$ cat config.mk
export PLATFORM = sky130hd
export DESIGN_NAME = branch_flag_unit
export DESIGN_NICKNAME = d
export VERILOG_FILES = /design/src/rtl/branch_flag_unit.sv
export SDC_FILE = /design/constraint.sdc
export NUM_CORES = 1
export LEC_CHECK = 0
export BUFFER_PORTS_ARGS = -buffer_cell sky130_fd_sc_hd__buf_4
export CORE_ASPECT_RATIO = 0.5
export CORE_MARGIN = 5
export CORE_UTILIZATION = 52
export CTS_CLUSTER_DIAMETER = 100
export DETAILED_ROUTE_END_ITERATION = 10
export GPL_TIMING_DRIVEN = 0
export PLACE_DENSITY = 0.95
export REMOVE_ABC_BUFFERS = 1
export SLEW_MARGIN = 25
export SYNTH_ARGS = -nofsm -noshare
export SYNTH_HDL_FRONTEND = slang
export SYNTH_SLANG_ARGS = --single-unit
$ cat constraint.sdc
create_clock -name clk -period 2.9 [get_ports clk]
set_input_delay 0.29 -clock clk [delete_from_list [all_inputs] [get_ports clk]]
set_output_delay 0.29 -clock clk [all_outputs]
set_load 0.01 [all_outputs]
$ cat src/rtl/branch_flag_unit.sv
// Flag register, conditional-branch resolution and fetch redirect for the ID stage.
// Define FLAG_FWD_EN to resolve branches on forwarded next-flags instead of stalling.
module branch_flag_unit #(
  parameter int AW   = 16,
  parameter int IMMW = 9
) (
  input  logic            clk,
  input  logic            rst_n,
  input  logic            ex_valid,
  input  logic [3:0]      ex_opcode,
  input  logic [2:0]      ex_flag,
  input  logic            id_valid,
  input  logic [3:0]      id_opcode,
  input  logic [2:0]      id_ccc,
  input  logic [IMMW-1:0] id_imm,
  input  logic [AW-1:0]   id_pc,
  input  logic [AW-1:0]   id_rs,
  input  logic            redirect_ready,
  output logic [2:0]      flags,
  output logic            stall,
  output logic            redirect_valid,
  output logic [AW-1:0]   redirect_pc,
  output logic            flush
);

  typedef enum logic [1:0] {
    IDLE     = 2'd0,
    WAIT     = 2'd1,
    REDIRECT = 2'd2
  } state_t;

  localparam logic [3:0] OP_B  = 4'b1100;
  localparam logic [3:0] OP_BR = 4'b1101;

  state_t          state_q;
  logic [2:0]      flags_q, flags_d;
  logic            stall_q;
  logic            redirect_valid_q;
  logic [AW-1:0]   redirect_pc_q;
  logic            flush_q;

  logic            upd_nvz, upd_z, sets_flag;
  logic [2:0]      eval_flags;
  logic            br, taken, hazard;
  logic [AW-1:0]   imm_ext, b_tgt, br_tgt, target;

  function automatic logic cond_met(input logic [2:0] ccc, input logic [2:0] f);
    logic n, v, z;
    n = f[2];
    v = f[1];
    z = f[0];
    case (ccc)
      3'b000:  cond_met = !z;
      3'b001:  cond_met = z;
      3'b010:  cond_met = !z && !n;
      3'b011:  cond_met = n;
      3'b100:  cond_met = z || !n;
      3'b101:  cond_met = n || z;
      3'b110:  cond_met = v;
      default: cond_met = 1'b1;
    endcase
  endfunction

  // ADD/SUB write all three flags; logical/shift ops write only Z.
  always_comb begin
    upd_nvz   = ex_valid && (ex_opcode == 4'b0000 || ex_opcode == 4'b0001);
    upd_z     = upd_nvz || (ex_valid && (ex_opcode == 4'b0011 || ex_opcode == 4'b0100 ||
                                         ex_opcode == 4'b0101 || ex_opcode == 4'b0110));
    sets_flag = upd_z;
    flags_d   = {upd_nvz ? ex_flag[2:1] : flags_q[2:1],
                 upd_z   ? ex_flag[0]   : flags_q[0]};
  end

`ifdef FLAG_FWD_EN
  assign eval_flags = flags_d;
  assign hazard     = 1'b0;
`else
  assign eval_flags = flags_q;
  assign hazard     = br && (id_ccc != 3'b111) && sets_flag;
`endif

  assign br    = id_valid && (id_opcode == OP_B || id_opcode == OP_BR);
  assign taken = cond_met(id_ccc, eval_flags);

  always_comb begin
    imm_ext = {{(AW-IMMW){id_imm[IMMW-1]}}, id_imm};
    b_tgt   = id_pc + AW'(2) + {imm_ext[AW-2:0], 1'b0};
    br_tgt  = {id_rs[AW-1:1], 1'b0};
    target  = (id_opcode == OP_BR) ? br_tgt : b_tgt;
  end

  always_ff @(posedge clk or negedge rst_n) begin
    if (!rst_n) begin
      flags_q <= 3'b000;
    end else begin
      flags_q <= flags_d;
    end
  end

  always_ff @(posedge clk or negedge rst_n) begin
    if (!rst_n) begin
      state_q          <= IDLE;
      stall_q          <= 1'b0;
      redirect_valid_q <= 1'b0;
      redirect_pc_q    <= '0;
      flush_q          <= 1'b0;
    end else begin
      case (state_q)
        IDLE: begin
          if (br && hazard) begin
            state_q <= WAIT;
            stall_q <= 1'b1;
          end else if (br && taken) begin
            state_q          <= REDIRECT;
            redirect_pc_q    <= target;
            redirect_valid_q <= 1'b1;
            flush_q          <= 1'b1;
            stall_q          <= 1'b1;
          end
        end
        // Flags committed on the edge into this state; re-resolve next cycle.
        WAIT: begin
          state_q <= IDLE;
          stall_q <= 1'b0;
        end
        REDIRECT: begin
          if (redirect_ready) begin
            state_q          <= IDLE;
            redirect_valid_q <= 1'b0;
            flush_q          <= 1'b0;
            stall_q          <= 1'b0;
          end
        end
        default: begin
          state_q          <= IDLE;
          stall_q          <= 1'b0;
          redirect_valid_q <= 1'b0;
          flush_q          <= 1'b0;
        end
      endcase
    end
  end

  assign flags          = flags_q;
  assign stall          = stall_q;
  assign redirect_valid = redirect_valid_q;
  assign redirect_pc    = redirect_pc_q;
  assign flush          = flush_q;

endmodule

==> out/qor.csv, run 1 <==
metric;value;unit
post-placement cell count;344;
Clk Latency, worst-skew pair;0.27;ns
number of flops mapped to enable cells by yosys;0;
CTS H-tree lvls;1;
nets;387;
crit-path max cell delay;0.45;ns
CP cell instances;buf_4, ha_1, ha_1, fa_1, a211oi_1, o21ai_2, a21o_2, a21oi_1, xor2_1, o211ai_1;
startpoint types;input port;
area of the core;3530;um^2
Final Setup Violations;0;
Power, Total;1.43;mW
Cell Int Power;0.906;mW
Layout area overhead;35.3;%
Syn Inst Count;220;
Seq cells post-synth;23;
Starting DRT DRC Count;108;
ANT cells;0;
syn_area_per_cell;8.86;um^2
leakage;1.29;nW
worst slew pin tran;0.725;ns
crit path time final;2.52;ns
Clock Pin Slew Worst Setup and Hold Paths;0.08;ns
asr flop ratio synth;100;%
Seq pwr share;35.3;%
Top cell by count, worst path;ha_1;
pin count of the biggest net entering global routing;24;
DRT Wirelength;5.26;mm
fin crit share;86.8;%
post-layout util;74.8;%
Starting Density;55.2;%
Combinational Power Share;50.6;%
area share of the leading cell type in the synthesized netlist;29.5;%
sw frac;36.6;%
Ports;82;
Layout fillers;242;
Pre-antenna DRT Iters;4;
first-pass GRT wire length;8.60;mm
final clock skew;0.00595;ns
post-route ant nets;0;
multi-input logic area;1310;um^2
unrepaired setup endpoints after global routing;no;
total CTS buffers;3;
Hold Path Class;in -> reg;
clock buffer depth;2;
Row Count;15;
status;finished, final reports clean;
Synth Flop Type;dfrtp_1;
CTS resizes;0;
Clk pwr share;14.1;%
TNS Setup;0;ns
CTS Sinks;23;
Non-Filler Instances;349;
Cell Area, Synth;1950;um^2
crit-path max FO;3;
critical path endpoint category;register;
initial antenna violation count;0;
CTS tree;built;
Via density;5.72;
Area after DPL;2580;um^2
HPWL Detailed;4.24;mm
Reg area;576;um^2
CP arrival;2.66;ns
VDD IR-drop max;232;uV
design area;2640;um^2
DRC;0;
Die Y;53.3;um
DR WL/cell;15.1;um
required time worst endpoint;3.05;ns
DIE WIDTH;96.6;um
Area contributors post-synth;dfrtp_1, ha_1, a21oi_1;
Seq/Total Area, Yosys;29.5;%
yosys warns;0;
Max Cap Violations;0;
DIE AREA;5150;um^2
slowest CP cell;fa_1;
NetSw;0.523;mW
Crit Path Class;in -> reg;
synth unique cells;43;
port bufs;80;
via count;1995;
Max Clock Freq;0.397;GHz
Final Max Tran Viols;0;
share of cells above drive strength 1;31.5;%
routability cong.;0.835;
Overall Global Routing Usage;21.4;%
Root Buffer;clkbuf_8;
cell taking the most area after synthesis;dfrtp_1;
Cell Pwr Density;542;nW/um^2
Final Hold Viols;0;
vias in the first global route;2042;
GR Overflow Total;0;
Slew HR;51.6;%
[flip-flops by register name (all words and copies together), names as in the netlist]
signal	cells
stall	1
flags	3
redirect_valid	1
state_q	2
redirect_pc	16
[cells by family after synthesis]
logic type	count (synthesis)	synth area share [%]
buf+inv	15	3.53
xor+xnor	10	4.49
mux	5	2.82
fa+ha+maj	28	18.4
flops	23	29.5
compound gates	71	23.9
simple gates	68	17.3
[cells in the mapped netlist (3+ instances only)]
cell	n
ha_1	27
dfrtp_1	23
nor2_1	22
a21oi_1	21
nand2_1	19
o21ai_0	11
xnor2_1	9
a21o_1	7
a31oi_1	7
inv_1	7
nand3_1	7
a211oi_1	5
clkbuf_1	4
mux2_2	4
nand2b_1	4
nor3_1	4
buf_4	3
nor2b_1	3
o211ai_1	3
o221ai_1	3
[layout by cell type, fill, tap and decap left out, types with 5 or more instances in the layout]
master,synthesis,routed
ha_1,27,27
dfrtp_1,23,23
a21o_1,7,7
o21ai_0,11,11
a211oi_1,5,5
a31oi_1,7,7
xnor2_1,9,9
nand3_1,7,7
a21oi_1,21,21
nor2_1,22,22
inv_1,7,7
buf_4,3,80
nand2_1,19,19
[area by class of cell]
class | instances | share of cell area (%)
clock buffer | 4 | 1.71
inverter | 7 | 0.996
multi-input combinational | 182 | 49.5
sequential | 23 | 21.8
tap | 51 | 2.42
timing repair buffer | 82 | 23.6
[layer usage]
| layer | vias to the layer above | global-route usage [%] | share of wire, % |
|---|---|---|---|
| li1 | 971 | - | - |
| met1 | 930 | 23.0 | 38 |
| met2 | 79 | 41.3 | 53 |
| met3 | 15 | 4.83 | 6.8 |
| met4 | 0 | 7.67 | 2.1 |
| met5 | - | 0 | 0 |
[critical path, delay by kind of cell]
| family | cells | cell delay (ns) |
|---|---|---|
| AOI/OAI and AO/OA | 5 | 1.03 |
| adders and majority gates | 3 | 0.98 |
| xor gates and xnor gates | 1 | 0.24 |
| buffers and inverters | 1 | 0.11 |
[worst paths after layout]
kind,depth (start not counted),to,slack (ns),startpoint
worst max-delay path,10,redirect_pc[10],0.38,id_imm[1]
worst min register to register,1,stall,0.49,state_q[0]
max in group asynchronous,2,state_q[0],2.22,rst_n
worst max register to register,6,redirect_pc[4],0.55,flags[2]
worst min-delay path,2,flags[2],0.26,ex_flag[2]
min in group asynchronous,2,redirect_pc[8],0.45,rst_n
[what timing repair did]
item	in CTS	in global routing
setup buffers	0	0
endpoints found under the hold margin	23	0
hold buffers	1	0
[stage by stage]
stage                     hold WS, ns  setup slack [ns]
after CTS                       0.259             0.382
after detailed placement        0.202             0.165
after global placement          0.197             0.202
final                           0.256             0.384
after global routing            0.256             0.263
after floorplan              -0.00559             0.494
[power by group through the flow]
| stage | logic (mW) | registers [mW] | clock network, mW |
|---|---|---|---|
| 5_1_grt | 0.797 | 0.520 | 0.218 |
| 3_3_place_gp | 0.688 | 0.501 | 0 |
| 3_5_place_dp | 0.718 | 0.509 | 0 |
| 6_report | 0.722 | 0.505 | 0.201 |
| 4_1_cts | 0.725 | 0.504 | 0.202 |
| 2_1_floorplan | 0.322 | 0.557 | 0 |
Power figures use the tool's default switching activity.
==> run 2, diff against run 1 <==
CAP_MARGIN = 40   (was not set)
CORE_UTILIZATION = 48   (was 52)
PLACE_DENSITY = 0.9   (was 0.95)
clock period = 2.83 ns   (was 2.9 ns; I/O delays follow)
==> run 2 against run 1 <==
Core utilization fell by 7.1 points. Worst hold slack got worse by 0.011 ns. Non-clock buffer count did not move.
==> out/qor.csv, run 2 (synthesis gave the netlist of run 1 again) <==
metric;value;unit
RR Startpoint;flags[2];
final clock skew;0.00273;ns
total CTS buffers;3;
Crit Path Class;in -> reg;
hold endpoint;redirect_pc[13];
VDD IR-drop max;245;uV
crit path time final;2.45;ns
max FFs per register;16;
CTS tree;built;
status;finished, final reports clean;
crit-path max FO;3;
Starting Density;49.9;%
DRC;0;
Area after DPL;2590;um^2
pin count of the biggest net entering global routing;24;
Clock Pin Slew Worst Setup and Hold Paths;0.08;ns
DIE AREA;5510;um^2
Via density;5.55;
Max Cap Violations;0;
share of cells above drive strength 1;31.9;%
clock buffer depth;2;
fin crit share;86.7;%
Pre-antenna DRT Iters;4;
vias in the first global route;1890;
hold_buf cts;1;
RR Endpoint;redirect_pc[4];
CTS resizes;0;
routability cong.;0.819;
DR WL/cell;14.5;um
required time worst endpoint;2.98;ns
initial antenna violation count;0;
startpoint types;input port;
DRT Wirelength;5.11;mm
Overall Global Routing Usage;18.7;%
TNS Setup;0;ns
unrepaired setup endpoints after global routing;no;
Final Setup Violations;0;
CTS Sinks;23;
Cell Pwr Density;551;nW/um^2
Starting DRT DRC Count;85;
R2R depth;6;
design area;2640;um^2
Hold Path Class;in -> reg;
GR Overflow Total;0;
nets;387;
critical path endpoint category;register;
worst slew pin tran;0.733;ns
Ports;82;
first-pass GRT wire length;8.40;mm
post-route ant nets;0;
leakage;1.29;nW
DIE WIDTH;100;um
commonest non-fill, non-tap cells in the layout;buf_4, ha_1, dfrtp_1, nor2_1, a21oi_1;
port bufs;80;
CP arrival;2.60;ns
HP Start;id_rs[13];
Final Hold Viols;0;
HPWL Detailed;4.14;mm
r2r setup slk;0.42;ns
hold path cells;3;
Layout fillers;318;
Slew HR;51.1;%
Final Max Tran Viols;0;
CTS H-tree lvls;1;
Setup Fix Bufs, Post-CTS;0;
Die Y;55.1;um
Root Buffer;clkbuf_8;
via count;1952;
post-layout util;67.7;%
area of the core;3900;um^2
most common cell after layout, fill and taps aside;buf_4;
Power, Total;1.45;mW
Row Count;16;
Layout area overhead;35.6;%
Clk Latency, worst-skew pair;0.27;ns
ANT cells;0;
Max Clock Freq;0.408;GHz
run 2: worst max-delay path by stage:
stage,from,endpoint,slack [ns],cells past startpoint
floorplan,id_imm[1],redirect_pc[14],0.43,9
global placement,id_imm[1],redirect_pc[10],0.14,10
detailed placement,id_imm[1],redirect_pc[10],0.12,10
CTS,id_imm[1],redirect_pc[10],0.41,10
global route,id_imm[1],redirect_pc[10],0.20,10
finish,id_imm[1],redirect_pc[10],0.38,10
run 2: power by group:
| group | internal [mW] | total [mW] | leakage [nW] | switching, mW |
|---|---|---|---|---|
| clock | 0.0985 | 0.207 | 0.0255 | 0.108 |
| sequential | 0.443 | 0.518 | 0.275 | 0.0756 |
| combinational | 0.384 | 0.730 | 0.992 | 0.346 |
| total | 0.925 | 1.45 | 1.29 | 0.530 |
run 2: per-layer routing:
layer / vias up / GRT usage [%] / wire [um]
li1: 968 / - / -
met1: 925 / 22.6 / 2170
met2: 57 / 36.3 / 2660
met3: 2 / 2.88 / 285
met4: 0 / 4.03 / 8
met5: - / 0 / 0
run 2: critical path, stage by stage:
cell,delay (ns)
buf_4,0.11
ha_1,0.28
ha_1,0.25
fa_1,0.44
a211oi_1,0.37
o21ai_2,0.13
a21o_2,0.22
a21oi_1,0.17
xor2_1,0.25
o211ai_1,0.11
run 2: cell type report:
type	instances	area [um^2]	share of cell area, %
multi-input cells	182	1310	49.4
repair buffers	82	622	23.5
flip-flops and latches	23	576	21.8
well taps	54	67.6	2.56
clock buffers	3	41.3	1.56
inverters	7	26.3	0.994
clock inverters	1	5.00	0.189
run 2: per-stage QoR:
step	hold slack, ns	std cells	setup WS, ns
after global routing	0.246	352	0.197
after CTS	0.244	352	0.406
after floorplan	-0.0126	212	0.431
after detailed placement	0.196	347	0.120
final	0.246	352	0.377
after global placement	0.191	346	0.135
==> run 3, diff against run 2 <==
CELL_PAD_IN_SITES_DETAIL_PLACEMENT = 0   (was not set)
CELL_PAD_IN_SITES_GLOBAL_PLACEMENT = 1   (was not set)
CORE_UTILIZATION = 35   (was 48)
PLACE_DENSITY = 0.91   (was 0.9)
==> run 3 against run 2 <==
Register-to-register slack improved by 0.16 ns. Highest routed layer unchanged. Worst hold slack improved by 0.0023 ns. Final area grew 0.99%. Sequential cell count did not move. Worst setup slack got worse by 0.039 ns. Clock skew increased by 0.0058 ns. Critical path depth unchanged. First-iteration DRC count fell by 9.4%. Core utilization is 19 points lower. Die area increased by 32%.
==> out/qor.csv, run 3 (synthesis gave the netlist of run 1 again) <==
metric;value;unit
Clk pwr share;13.9;%
Clock Pin Slew Worst Setup and Hold Paths;0.08;ns
Pre-antenna DRT Iters;5;
pin count of the biggest net entering global routing;24;
pre-CTS worst setup slack;0.107;ns
Setup Fix Bufs, Post-CTS;0;
Clk Latency, worst-skew pair;0.26;ns
DRT Wirelength;5.14;mm
Ports;82;
Layout area overhead;36.9;%
Crit Path Class;in -> reg;
critical path endpoint category;register;
Overall Global Routing Usage;14.7;%
CTS Sinks;23;
HPWL Detailed;4.21;mm
Via density;5.18;
area of the core;5440;um^2
routability cong.;0.874;
crit-path max FO;3;
post-route ant nets;0;
CTS tree;built;
clock buffer depth;2;
post-layout util;49.0;%
Layout fillers;514;
VDD IR-drop max;194;uV
Final Max Tran Viols;0;
total CTS buffers;3;
worst slew pin tran;0.720;ns
crit path time final;2.49;ns
DRC;0;
Die Y;62.8;um
via count;1923;
Starting Density;35.8;%
Cell Pwr Density;540;nW/um^2
CTS H-tree lvls;1;
port bufs;80;
GR Overflow Total;0;
DIE AREA;7250;um^2
Hold Path Class;in -> reg;
Cell Int Power;0.927;mW
final clock skew;0.00853;ns
CP arrival;2.64;ns
Starting DRT DRC Count;77;
TNS Setup;0;ns
fin crit share;88.1;%
Row Count;19;
commonest non-fill, non-tap cells in the layout;buf_4, ha_1, dfrtp_1, nor2_1, a21oi_1;
ANT cells;0;
max FFs per register;16;
Root Buffer;clkbuf_8;
nets;387;
Final Hold Viols;0;
Combinational Power Share;50.3;%
Final Setup Violations;0;
Seq pwr share;35.8;%
design area;2670;um^2
hold path cells;3;
Power, Total;1.44;mW
vias in the first global route;1986;
unrepaired setup endpoints after global routing;no;
status;finished, final reports clean;
DIE WIDTH;116;um
most common cell after layout, fill and taps aside;buf_4;
Max Clock Freq;0.401;GHz
DR WL/cell;13.8;um
startpoint types;input port;
Max Cap Violations;0;
R2R depth;6;
leakage;1.29;nW
sw frac;35.6;%
Final WS setup;0.338;ns
Slew HR;52.0;%
required time worst endpoint;2.97;ns
first-pass GRT wire length;8.94;mm
initial antenna violation count;0;
NetSw;0.513;mW
Area after DPL;2610;um^2
share of cells above drive strength 1;31.5;%
run 3: cell count changes in the layout (fill, tap and decap cells not counted), sizes merged:
| cell | before | now |
|---|---|---|
| clkbuf | 3 | 4 |
| clkinv | 1 | 0 |
run 3: path summary, 6_finish.rpt:
kind	from	endpoint	slack, ns
worst max-delay path	id_imm[1]	redirect_pc[10]	0.34
worst min-delay path	id_pc[0]	redirect_pc[0]	0.25
worst max register to register	flags[2]	redirect_pc[4]	0.58
worst min register to register	state_q[0]	stall	0.48
max in group asynchronous	rst_n	redirect_pc[3]	2.13
min in group asynchronous	rst_n	redirect_pc[5]	0.47
run 3: per-layer routing:
metal  global-route usage [%]  share of wire, %  up-vias
met3                     1.64               4.2        6
met1                     18.3                44      886
met2                     26.7                51       56
li1                         -                 -      975
met4                     3.81              0.82        0
met5                        0                 0        -
run 3: area by class of cell:
class                   count  area [um^2]  area share, %
repair buffers             82          626           23.4
well taps                  73         91.3           3.42
inverters                   7         26.3          0.985
flip-flops and latches     23          576           21.6
clock buffers               4         45.0           1.69
multi-input cells         182         1310           48.9
run 3: critical path, cell delays in order:
cell	delay, ns
buf_4	0.11
ha_1	0.28
ha_1	0.25
fa_1	0.45
a211oi_1	0.37
o21ai_2	0.13
a21o_2	0.22
a21oi_1	0.18
xor2_1	0.24
o211ai_1	0.11
run 3: repair_timing:
action                    4_1_cts  5_1_grt
hold buffers                    1        0
resized for setup               0        0
hold endpoints to repair       23        0
run 3: per-stage QoR:
step,cells,hold slack (ns)
2_1_floorplan,212,-0.0126
3_3_place_gp,365,0.196
3_5_place_dp,366,0.199
4_1_cts,371,0.244
5_1_grt,371,0.247
6_report,371,0.248
run 3: power by group through the flow:
stage	Clock, mW	Sequential, mW	Combinational (mW)
detailed placement	0	0.525	0.727
global placement	0	0.518	0.709
floorplan	0	0.571	0.330
global route	0.225	0.534	0.805
CTS	0.211	0.518	0.731
finish	0.201	0.515	0.724
